[src/rtl/conv_beat_packer.sv]
// conv_beat_packer: packs a one-pixel-per-cycle valid/ready stream into
// PIXELS_PER_BEAT-pixel beats for the Gaussian convolution stage. The output
// is a stall/data pair. FLUSH_BEATS zero beats follow each frame so that the
// convolution pipeline drains.
// Optional feature: define CONV_PACKER_MARKERS_EN to drive sof/eol/eof.
// Without it the markers are tied to 0.
module conv_beat_packer #(
   parameter int unsigned PIXELS_PER_BEAT = 8,
   parameter int unsigned IMAGE_DIM       = 64,
   parameter int unsigned DATA_WIDTH      = 8 * PIXELS_PER_BEAT,
   parameter int unsigned FLUSH_BEATS     = 16
) (
   input  logic                  clk,
   input  logic                  areset,
   input  logic                  s_valid,
   output logic                  s_ready,
   input  logic [7:0]            s_pixel,
   output logic                  stall,
   output logic [DATA_WIDTH-1:0] out_frame,
   output logic                  sof,
   output logic                  eol,
   output logic                  eof
);

   localparam int unsigned BPR = IMAGE_DIM / PIXELS_PER_BEAT;
   localparam int unsigned BPF = BPR * IMAGE_DIM;
   localparam int unsigned PCW = (PIXELS_PER_BEAT > 1) ? $clog2(PIXELS_PER_BEAT) : 1;
   localparam int unsigned BCW = (BPF > 1) ? $clog2(BPF) : 1;
   localparam int unsigned FCW = (FLUSH_BEATS > 1) ? $clog2(FLUSH_BEATS) : 1;

   localparam logic [0:0] ST_FILL  = 1'b0;
   localparam logic [0:0] ST_FLUSH = 1'b1;

   logic [0:0]            r_state;
   logic [PCW-1:0]        r_pix_cnt;
   logic [BCW-1:0]        r_beat_cnt;
   logic [FCW-1:0]        r_flush_cnt;
   logic [DATA_WIDTH-1:0] r_shift;
   logic [DATA_WIDTH-1:0] r_out;
   logic                  r_stall;
   logic                  r_sof;
   logic                  r_eol;
   logic                  r_eof;

   logic [0:0]            w_state_nxt;
   logic [PCW-1:0]        w_pix_nxt;
   logic [BCW-1:0]        w_beat_nxt;
   logic [FCW-1:0]        w_flush_nxt;
   logic [DATA_WIDTH-1:0] w_shift_nxt;
   logic [DATA_WIDTH-1:0] w_out_nxt;
   logic                  w_stall_nxt;
   logic                  w_sof_nxt;
   logic                  w_eol_nxt;
   logic                  w_eof_nxt;
   logic [DATA_WIDTH-1:0] w_shifted;
   logic                  w_last_pix;
   logic                  w_last_beat;

   assign w_shifted   = DATA_WIDTH'({r_shift, s_pixel});
   assign w_last_pix  = (r_pix_cnt == PCW'(PIXELS_PER_BEAT - 1));
   assign w_last_beat = (r_beat_cnt == BCW'(BPF - 1));

   // Ready depends on the state register only, never on s_valid.
   assign s_ready   = (r_state == ST_FILL);
   assign stall     = r_stall;
   assign out_frame = r_out;
   assign sof       = r_sof;
   assign eol       = r_eol;
   assign eof       = r_eof;

   // Next-state and next-output decode; no beat means stall and hold data.
   always_comb begin
      w_state_nxt = r_state;
      w_pix_nxt   = r_pix_cnt;
      w_beat_nxt  = r_beat_cnt;
      w_flush_nxt = r_flush_cnt;
      w_shift_nxt = r_shift;
      w_out_nxt   = r_out;
      w_stall_nxt = 1'b1;
      w_sof_nxt   = 1'b0;
      w_eol_nxt   = 1'b0;
      w_eof_nxt   = 1'b0;
      case (r_state)
         ST_FILL: begin
            if (s_valid) begin
               w_shift_nxt = w_shifted;
               if (w_last_pix) begin
                  w_pix_nxt   = '0;
                  w_out_nxt   = w_shifted;
                  w_stall_nxt = 1'b0;
`ifdef CONV_PACKER_MARKERS_EN
                  w_sof_nxt   = (r_beat_cnt == '0);
                  w_eol_nxt   = ((32'(r_beat_cnt) % BPR) == (BPR - 1));
                  w_eof_nxt   = w_last_beat;
`endif
                  if (w_last_beat) begin
                     w_beat_nxt = '0;
                     if (FLUSH_BEATS > 0) begin
                        w_state_nxt = ST_FLUSH;
                        w_flush_nxt = '0;
                     end
                  end else begin
                     w_beat_nxt = r_beat_cnt + BCW'(1);
                  end
               end else begin
                  w_pix_nxt = r_pix_cnt + PCW'(1);
               end
            end
         end
         ST_FLUSH: begin
            w_out_nxt   = '0;
            w_stall_nxt = 1'b0;
            if (r_flush_cnt == FCW'(FLUSH_BEATS - 1)) begin
               w_state_nxt = ST_FILL;
               w_flush_nxt = '0;
            end else begin
               w_flush_nxt = r_flush_cnt + FCW'(1);
            end
         end
         default: begin
            w_state_nxt = ST_FILL;
         end
      endcase
   end

   // State, counters and registered outputs; reset discards any partial beat.
   always_ff @(posedge clk or posedge areset) begin
      if (areset) begin
         r_state     <= ST_FILL;
         r_pix_cnt   <= '0;
         r_beat_cnt  <= '0;
         r_flush_cnt <= '0;
         r_shift     <= '0;
         r_out       <= '0;
         r_stall     <= 1'b1;
         r_sof       <= 1'b0;
         r_eol       <= 1'b0;
         r_eof       <= 1'b0;
      end else begin
         r_state     <= w_state_nxt;
         r_pix_cnt   <= w_pix_nxt;
         r_beat_cnt  <= w_beat_nxt;
         r_flush_cnt <= w_flush_nxt;
         r_shift     <= w_shift_nxt;
         r_out       <= w_out_nxt;
         r_stall     <= w_stall_nxt;
         r_sof       <= w_sof_nxt;
         r_eol       <= w_eol_nxt;
         r_eof       <= w_eof_nxt;
      end
   end

endmodule
[config.mk]
export PLATFORM = sky130hd
export DESIGN_NAME = conv_beat_packer
export DESIGN_NICKNAME = d
export VERILOG_FILES = /design/src/rtl/conv_beat_packer.sv
export SDC_FILE = /design/constraint.sdc
export NUM_CORES = 1
export LEC_CHECK = 0
export BUFFER_PORTS_ARGS = -buffer_cell sky130_fd_sc_hd__buf_2
export CORE_MARGIN = 3
export CORE_UTILIZATION = 50
export CTS_CLUSTER_DIAMETER = 120
export CTS_CLUSTER_SIZE = 24
export DETAILED_ROUTE_END_ITERATION = 12
export PLACE_DENSITY_LB_ADDON = 0.08
export SYNTH_ARGS = -nofsm -noshare
export SYNTH_HDL_FRONTEND = slang
export SYNTH_SLANG_ARGS = --single-unit
[constraint.sdc]
create_clock -name clk -period 8 [get_ports clk]
set_input_delay 0.4 -clock clk [delete_from_list [all_inputs] [get_ports clk]]
set_output_delay 0.4 -clock clk [all_outputs]
set_load 0.03 [all_outputs]
## Word-level counts from Yosys, hierarchy flattened

Index checks and enable logic that the tools add are counted.

| cells by class | value |
|---|---|
| add/sub/neg operators | 3 |
| equal/unequal tests | 6 |
| multiplexer cells | 18 |
| bitwise operators | 1 |
| reduce and logical (&&, ||, !) cells | 4 |

Operators by type and width:

| kind | number |
|---|---|
| two-way mux 64 bit | 2 |
| case mux 64 bit (2 select lines) | 1 |
| two-way mux 4 bit | 4 |
| adder 9 x 1 -> 9 bit, second input constant | 1 |
| equality test 9 bit, second input constant | 1 |
| two-way mux 9 bit | 1 |
| case mux 4 bit (2 select lines) | 1 |
| two-way mux 1 bit | 6 |
| AND reduction 3 bit | 2 |
| adder 4 x 1 -> 4 bit, second input constant | 1 |
| equality test 4 bit, second input constant | 1 |
| inequality test 2 x 1 -> 1 bit, second input constant | 2 |
| case mux 1 bit (2 select lines) | 2 |
| AND reduction 2 bit | 2 |
| adder 3 x 1 -> 3 bit, second input constant | 1 |
| equality test 3 bit, second input constant | 1 |
| two-way mux 3 bit | 1 |
| inequality test 2 bit, second input constant | 1 |
| inverter 1 bit | 1 |

| word-level totals | value |
|---|---|
| register bits | 138 |
| input port bits | 11 |
| output and inout port bits | 69 |
| word-level logic and storage cells | 39 |

## Depth between registers and ports, before layout

Gate-level depths: netlist of the first run.

| logic depth | value |
|---|---|
| depth after elaboration | 5 |
| mapped depth | 9 |
| gate-level depth less buffers | 7 |

## Least setup slack after synthesis of the first run

Ideal clock, no wire load.

| timing path | value |
|---|---|
| kind | reg2reg |
| start point | register r_pix_cnt[0] |
| end point | register r_out[18], in the netlist out_frame[18] |
| library setup time | 0.121 ns |
| data arrival time | 1.595 ns |
| data required time | 7.879 ns |
| setup slack | 6.284 ns |
| stages on the path, launching flop included | 9 |
| path buffers | 4 |
| clock period less this slack | 1.716 ns |
| cells stage by stage | dfrtp_1 > ha_1 > ha_1 > buf_4 > and3b_1 > buf_2 > buf_6 > buf_6 > a22o_1 |

| between the ends | value |
|---|---|
| cells in the longest elaborated chain, start to end | 3 |

Ends and longest elaborated chain:

| element | RTL line | source |
|---|---|---|
| from (decl) | 35 | `logic [PCW-1:0] r_pix_cnt;` |
| from (signal assigned) | 141 | `r_pix_cnt <= w_pix_nxt;` |
| equality test 3 bit | 60 | `assign w_last_pix = (r_pix_cnt == PCW'(PIXELS_PER_BEAT - 1));` |
| inequality test 2 x 1 -> 1 bit (no line) | n/a |  |
| AND reduction 2 bit (no line) | n/a |  |
| to (signal assigned) | 145 | `r_out <= w_out_nxt;` |
| to (decl) | 39 | `logic [DATA_WIDTH-1:0] r_out;` |

No other way between the ends.
A chain may end at the register's enable or synchronous reset.

## Worst setup path after layout of the first run

| timing path | value |
|---|---|
| start point | register r_pix_cnt[0] |
| end point | register r_beat_cnt[2] |

| between the ends | value |
|---|---|
| cells in the longest elaborated chain, start to end | 2 |

Ends and longest elaborated chain:

| element | RTL line | source |
|---|---|---|
| equality test 3 bit | 60 |  |
| AND reduction 3 bit (no line) | n/a |  |
| to (signal assigned) | 142 | `r_beat_cnt <= w_beat_nxt;` |
| to (decl) | 36 | `logic [BCW-1:0] r_beat_cnt;` |

No other way between the ends.

==> summary.txt, run 1 <==
Status
  • Outcome: complete, no violations

Placement
  • Dpl cells: 660
  • Gpl congestion: 0.729
  • PortBufs: 76
  • HPWL Detailed: 6390 um
  • DP Area: 5740 sq um

Setup path
  • Crit end category: flip-flop
  • R2R Path Start: r_pix_cnt[0]$_DFFE_PP0P_
  • Crit-path max FO: 69
  • Reg2reg setup slack: 5.76 ns
  • Reg2reg end: r_beat_cnt[2]$_DFFE_PP0P_
  • Crit start category: flip-flop
  • WS Path Type: flip-flop to flip-flop
  • Slowest stage delay, CP: 0.59 ns
  • CP arrival: 2.64 ns
  • Crit path from: r_pix_cnt[0]$_DFFE_PP0P_
  • Most used cell, CP: ha_1
  • Worst reg2reg path depth: 6
  • Required @ worst endpoint: 8.40 ns
  • Critical Path End: r_beat_cnt[2]$_DFFE_PP0P_
  • Cell Chain, Critical Path: ha_1, ha_1, and3b_2, buf_4, o21ai_0, a32o_1
  • Max stage delay cell, worst path: buf_4

Clock network
  • Longest Clk Path Bufs: 2
  • Post-CTS sizing: 0
  • TritonCTS clock tree: built
  • CTS sink cnt: 138
  • Root Driver: clkbuf_8
  • Clk slew on worst S/H paths: 0.06 ns
  • Clock Latency Late Sink: 0.51 ns
  • H-tree depth: 4
  • Clock buffer count from CTS: 17

Logic synthesis
  • Cell Area, Synth: 5300 sq um
  • Compound-Gate Fraction of Synth Area: 13.4%
  • Area share of the largest cell type after synthesis: 64.7%
  • Post-synthesis cell count: 477
  • Largest area contributor in the netlist: dfrtp_1
  • Synth area leaders: dfrtp_1 (65%), nand2_1 (13%), a22o_1 (11%), buf_2 (1.7%), ha_1 (1.4%)
  • Warning count from the yosys run: 0
  • Synth Area per Inst: 11.1 sq um
  • Synth Area in XOR/XNOR: 0%
  • Post-synthesis sequential area ratio: 65.2%
  • Largest family of logic cells by synthesized area: simple AND/OR/NAND/NOR gates
  • Simple-gate share of the synthesized area: 16.3%
  • Synth Area in Adders: 1.42%
  • Mux share of post-synthesis cell area: 0%
  • Post-synth cell types: 37
  • #FFs+latches synth: 138

Global routing
  • Pin count of the biggest net entering global routing: 90
  • Total track usage: 20.6%
  • Global-route wire length before repair: 18,700 um
  • Vias in the first global route: 3,734
  • Initial antenna violation count: 0
  • GR Overflow Total: 0

STA
  • Fin Clk Skew: 0.00549 ns
  • Slew @ Worst Pin: 1.08 ns
  • RSZ-0062 raised after global routing: no
  • Setup TNS: 0 ns
  • Tmin final: 2.24 ns
  • Tcrit/Tclk final: 28.0%
  • Max-slew violations: 0
  • Setup violators final: 0
  • Slew headroom: 28.0%
  • Hold Vio Cnt, Final: 0
  • Max Clk Rate: 0.446 GHz

Finish
  • Diodes inserted: 0
  • Final cell count without fillers: 690
  • Core Util, Final: 62.2%
  • Synth-to-Final Area Change: 18.1%
  • Fillers: 850
  • Commonest non-fill, non-tap cells in the layout: nand2_1 (184), dfrtp_1 (137), buf_2 (76)
  • Final Net Count: 564
  • Commonest non-fill, non-tap cell in the layout: nand2_1
  • Final Cell Area: 6250 sq um
  • Seq. cell area: 3450 sq um
  • Multi-input logic area: 1680 sq um
  • Share of layout cells above drive strength 1: 20.1%

Floorplan
  • Boundary Pins: 80
  • Starting Density: 52.7%
  • FP Rows: 36
  • DIE WIDTH: 109 um
  • Core Area: 10,000 sq um
  • Chip height: 109 um
  • Total die area: 11,900 sq um

Drt
  • Initial DRC Count: 225
  • DRC viols: 0
  • Vias per std cell: 5.39
  • DRT Wirelength: 10,900 um
  • Routed via count: 3,718
  • Routed Antenna Nets: 0
  • WL per Instance: 15.8 um
  • Detailed Routing Iterations Pass 1: 4

Power
  • PD cells: 369 nW/um^2
  • Leakage power: 3.36 nW
  • Peak VDD IR: 0.195 mV

Hold path
  • Hold Path Class: input port to flip-flop

Job
  • Number of max-cap violations: 0
[metal layers]
metal,global-route usage (%),routed length (um),vias up
met5,0,0,-
met4,6.94,116,0
met3,6.93,594,11
met2,32.5,5270,83
met1,26.7,4910,1870
li1,-,-,1754
[power by group]
part / switching, mW / internal (mW)
clock: 0.262 / 0.407
sequential: 0.117 / 0.878
combinational: 0.424 / 0.220
total: 0.803 / 1.50
[synth_stat cells]
| master | number |
|---|---|
| a22o_1 | 65 |
| nand3_1 | 4 |
| or3_1 | 1 |
| buf_4 | 4 |
| and3_1 | 2 |
| conb_1 | 1 |
| nand4b_1 | 1 |
| o31ai_1 | 2 |
| a21boi_1 | 1 |
| dfstp_2 | 1 |
| clkbuf_1 | 9 |
| inv_1 | 4 |
| a21oi_1 | 3 |
| and3b_1 | 1 |
| o21ai_0 | 4 |
| nor3_1 | 4 |
| nand3b_1 | 2 |
| a311oi_1 | 1 |
| buf_6 | 2 |
| o21bai_1 | 1 |
| a31oi_1 | 2 |
| and2_1 | 1 |
| nand2b_1 | 1 |
| nand2_1 | 184 |
| ha_1 | 6 |
| a22oi_1 | 1 |
| or4_1 | 2 |
| nand4_1 | 2 |
| nand4_4 | 1 |
| dfrtp_1 | 137 |
| a221o_1 | 1 |
| a32o_1 | 1 |
| a21o_1 | 2 |
| nor2_1 | 2 |
| o41ai_1 | 1 |
| buf_2 | 18 |
| nor2b_1 | 2 |
[kinds of logic (layout without fill, tap and decap cells)]
| kind of cell | after synthesis | after routing |
|---|---|---|
| simple gates | 210 | 210 |
| flops | 138 | 138 |
| compound gates | 85 | 85 |
| buf+inv | 37 | 115 |
| fa+ha+maj | 6 | 6 |
| other cells | 1 | 3 |
[how the worst min path moves through the flow]
| stage | slack (ns) | cells after the start | from | end |
|---|---|---|---|---|
| 2_1_floorplan | 0.45 | 2 | r_shift[48]$_DFFE_PP0P_ | r_shift[48]$_DFFE_PP0P_ |
| 3_3_place_gp | 0.46 | 2 | areset | out_frame[1]$_DFFE_PP0P_ |
| 3_5_place_dp | 0.46 | 2 | areset | out_frame[0]$_DFFE_PP0P_ |
| 4_1_cts | 0.07 | 3 | s_pixel[3] | r_shift[3]$_DFFE_PP0P_ |
| 5_1_grt | 0.07 | 3 | s_pixel[3] | r_shift[3]$_DFFE_PP0P_ |
| 6_report | 0.09 | 3 | s_pixel[3] | r_shift[3]$_DFFE_PP0P_ |
[through the flow]
step	hold WS (ns)	setup WS [ns]	total power, mW
3_3_place_gp	0.457	5.80	1.64
6_report	0.0904	5.76	2.31
4_1_cts	0.0696	5.74	2.33
3_5_place_dp	0.458	5.76	1.66
5_1_grt	0.0701	5.55	2.43
2_1_floorplan	0.447	3.91	1.45
[worst max-delay path, delay by kind of cell, from the launching register on]
family,cells,cell delay [ns]
AO/OA/AOI/OAI,2,0.44
adder cells (fa/ha/maj),2,0.50
buffers and inverters,1,0.59
flip-flops,1,0.37
AND/OR/NAND/NOR,1,0.23
[area by class of cell]
cell class / instances / share of cell area, %
tap: 133 / 2.66
clock inverter: 3 / 0.240
sequential: 138 / 55.3
clock buffer: 26 / 7.81
timing repair buffer: 82 / 6.85
multi-input combinational: 304 / 26.9
inverter: 4 / 0.320
[what timing repair did]
item | 4_1_cts | 5_1_grt
endpoints found under the hold margin | 49 | 0
setup buffers | 0 | 0
hold buffers | 1 | 0
endpoints found under the setup margin | 0 | 0
[state kept, by name, indices dropped and copies added, names as in the netlist]
register and flops:
r_beat_cnt 9, r_shift 56, r_pix_cnt 3, out_frame 64
stall 1, r_flush_cnt 4, r_state 1
No activity file was read; power rests on OpenSTA's default activity.
==> run 2: changes to the inputs <==
clock period = 2.3 ns   (was 8 ns; I/O delays follow)
==> run 2 against run 1 <==
Effect of this change:
- cell count rose by 2.5%
- total power rose to 3.6 times the previous value
- worst hold slack improved by 0.19 ns
- setup slack got worse by 5.3 ns
- combinational power rose to 3.5 times the previous value
- utilization rose by 2.2 points
- critical path depth fell by 1
- clock-buffer cell count did not move
- maximum frequency rose by 19%
- clock power rose to 3.9 times the previous value
- critical path type unchanged
- critical endpoint is now out_frame[23]$_DFFE_PP0P_
==> summary.txt, run 2 (synthesis gave the netlist of run 1 again) <==
Clock network
  • Post-CTS sizing: 0 (unchanged)
  • Root Driver: clkbuf_8
  • Total setup buffers inserted after CTS: 0 (unchanged)
  • H-tree depth: 4 (unchanged)
  • Clk slew on worst S/H paths: 0.06 ns (about the same)
  • TritonCTS clock tree: built
  • Longest Clk Path Bufs: 2 (unchanged)
  • Clock Latency Late Sink: 0.52 ns (about the same)
  • CTS sink cnt: 138 (unchanged)
  • Clock buffer count from CTS: 17 (unchanged)

Floorplan
  • FP Rows: 36 (unchanged)
  • Core Area: 10,000 sq um (unchanged)
  • Chip height: 109 um (unchanged)
  • DIE WIDTH: 109 um (unchanged)
  • Total die area: 11,900 sq um (unchanged)
  • Boundary Pins: 80 (unchanged)
  • Starting Density: 52.7% (unchanged)

Global routing
  • Vias in the first global route: 3,733 (-0.027%)
  • Global-route wire length before repair: 18,700 um (about the same)
  • Initial antenna violation count: 0 (unchanged)
  • Total track usage: 20.6% (about the same)
  • Pin count of the biggest net entering global routing: 92 (+2.2%)
  • GR Overflow Total: 0 (unchanged)

STA
  • Max-slew violations: 0 (unchanged)
  • RSZ-0062 raised after global routing: no
  • Tmin final: 1.89 ns (-0.351 ns)
  • Slew @ Worst Pin: 0.583 ns (-0.497 ns)
  • Fin Clk Skew: 0.00789 ns (+0.00240 ns)
  • Max Clk Rate: 0.529 GHz (+19%)
  • Tcrit/Tclk final: 82.2% (+54 points)
  • Final worst setup slack: 0.410 ns (-5.35 ns)
  • Setup violators final: 0 (unchanged)
  • Slew headroom: 61.1% (+33 points)
  • Hold Vio Cnt, Final: 0 (unchanged)
  • Setup TNS: 0 ns (unchanged)

Drt
  • Routed Antenna Nets: 0 (unchanged)
  • DRT Wirelength: 11,100 um (+2.3%)
  • Vias per std cell: 5.36 (-0.59%)
  • Routed via count: 3,787 (+1.9%)
  • DRC viols: 0 (unchanged)
  • Detailed Routing Iterations Pass 1: 4 (unchanged)
  • Initial DRC Count: 236 (+4.9%)
  • WL per Instance: 15.8 um (-0.14%)

Placement
  • HPWL Detailed: 6830 um (+6.9%)
  • PortBufs: 76 (unchanged)
  • Setup WS pre-CTS: 0.441 ns (-5.32 ns)
  • Gpl congestion: 0.760 (+4.2%)

Power
  • Leakage power: 3.45 nW (+2.8%)
  • Peak VDD IR: 0.806 mV (+310%)
  • PD cells: 1290 nW/um^2 (+250%)

Status
  • Outcome: complete, no violations

Job
  • Number of max-cap violations: 0 (unchanged)

Finish
  • Share of layout cells above drive strength 1: 20.9% (+0.80 points)
  • Commonest non-fill, non-tap cells in the layout: nand2_1 (184), dfrtp_1 (137), buf_2 (76)
  • Largest register FFs: 64 (unchanged)
  • Final Net Count: 578 (+2.5%)
  • Synth-to-Final Area Change: 22.3%
  • Diodes inserted: 0 (unchanged)
  • Commonest non-fill, non-tap cell in the layout: nand2_1

Hold path
  • Hold Path Class: input port to async pin

Setup path
  • WS Path Type: flip-flop to flip-flop
  • Crit start category: flip-flop
  • Crit-path max FO: 45 (-35%)
  • Crit end category: flip-flop
  • Required @ worst endpoint: 2.75 ns (-5.65 ns)
  • CP arrival: 2.34 ns (-0.30 ns)
-- run 2: changes by cell type in the layout (fill, tap and decap cells not counted), sizes merged --
cell         change
buf              +5
clkinvlp         +2
inv              -1
dlygate4sd3      +9
bufinv           +2
-- run 2: routing by layer --
metal	share of wire [%]	wire length, um	track usage (%)
met1	46	5180	28.4
met2	47	5200	30.7
met3	5.2	578	5.80
met4	1.7	190	8.75
met5	0	0	0
-- run 2: cell type report --
class,instances,area [sq um]
fillers,837,3570
flip-flops and latches,138,3450
multi-input cells,304,1680
repair buffers,96,581
clock buffers,26,488
well taps,133,166
clock inverters,6,86.3
inverters,4,18.8
-- run 2: repair_timing --
item | in CTS | in global routing
hold buffers | 10 | 0
hold endpoints to repair | 154 | 0
setup endpoints to repair | 0 | 0
-- run 2: final timing paths --
check,start,endpoint,slack (ns),depth (start not counted)
setup / recovery,r_pix_cnt[0]$_DFFE_PP0P_,out_frame[23]$_DFFE_PP0P_,0.41,5
hold / removal,areset,r_beat_cnt[1]$_DFFE_PP0P_,0.28,4
setup reg to reg,r_pix_cnt[0]$_DFFE_PP0P_,out_frame[23]$_DFFE_PP0P_,0.41,5
hold reg to reg,r_shift[50]$_DFFE_PP0P_,r_shift[50]$_DFFE_PP0P_,0.48,2
max in group asynchronous,areset,r_shift[51]$_DFFE_PP0P_,1.53,4
min in group clk,s_pixel[3],r_shift[3]$_DFFE_PP0P_,0.34,4
-- run 2: worst max-delay path, stage by stage (launching register included) --
cell,delay (ns)
dfrtp_1,0.40
ha_1,0.21
ha_1,0.31
a21oi_4,0.19
buf_4,0.46
a22o_1,0.23
-- run 2: report_power, final --
| part | switching (mW) | internal, mW | leakage [nW] |
|---|---|---|---|
| Sequential | 0.407 | 3.05 | 1.80 |
| Clock | 0.948 | 1.66 | 0.279 |
| Combinational | 1.48 | 0.789 | 1.37 |
| Total | 2.84 | 5.50 | 3.45 |
-- run 2: stage by stage --
| stage | hold slack (ns) | utilization, % | cell area (sq um) | power, mW | std cells |
|---|---|---|---|---|---|
| floorplan | 0.220 | - | 5310 | 5.06 | 479 |
| global placement | 0.304 | 57.7 | 5800 | 5.73 | 665 |
| detailed placement | 0.309 | 57.7 | 5800 | 5.78 | 665 |
| CTS | 0.316 | 64.4 | 6470 | 8.42 | 707 |
| global route | 0.350 | 64.4 | 6470 | 8.77 | 707 |
| finish | 0.280 | 64.4 | 6470 | 8.34 | 707 |
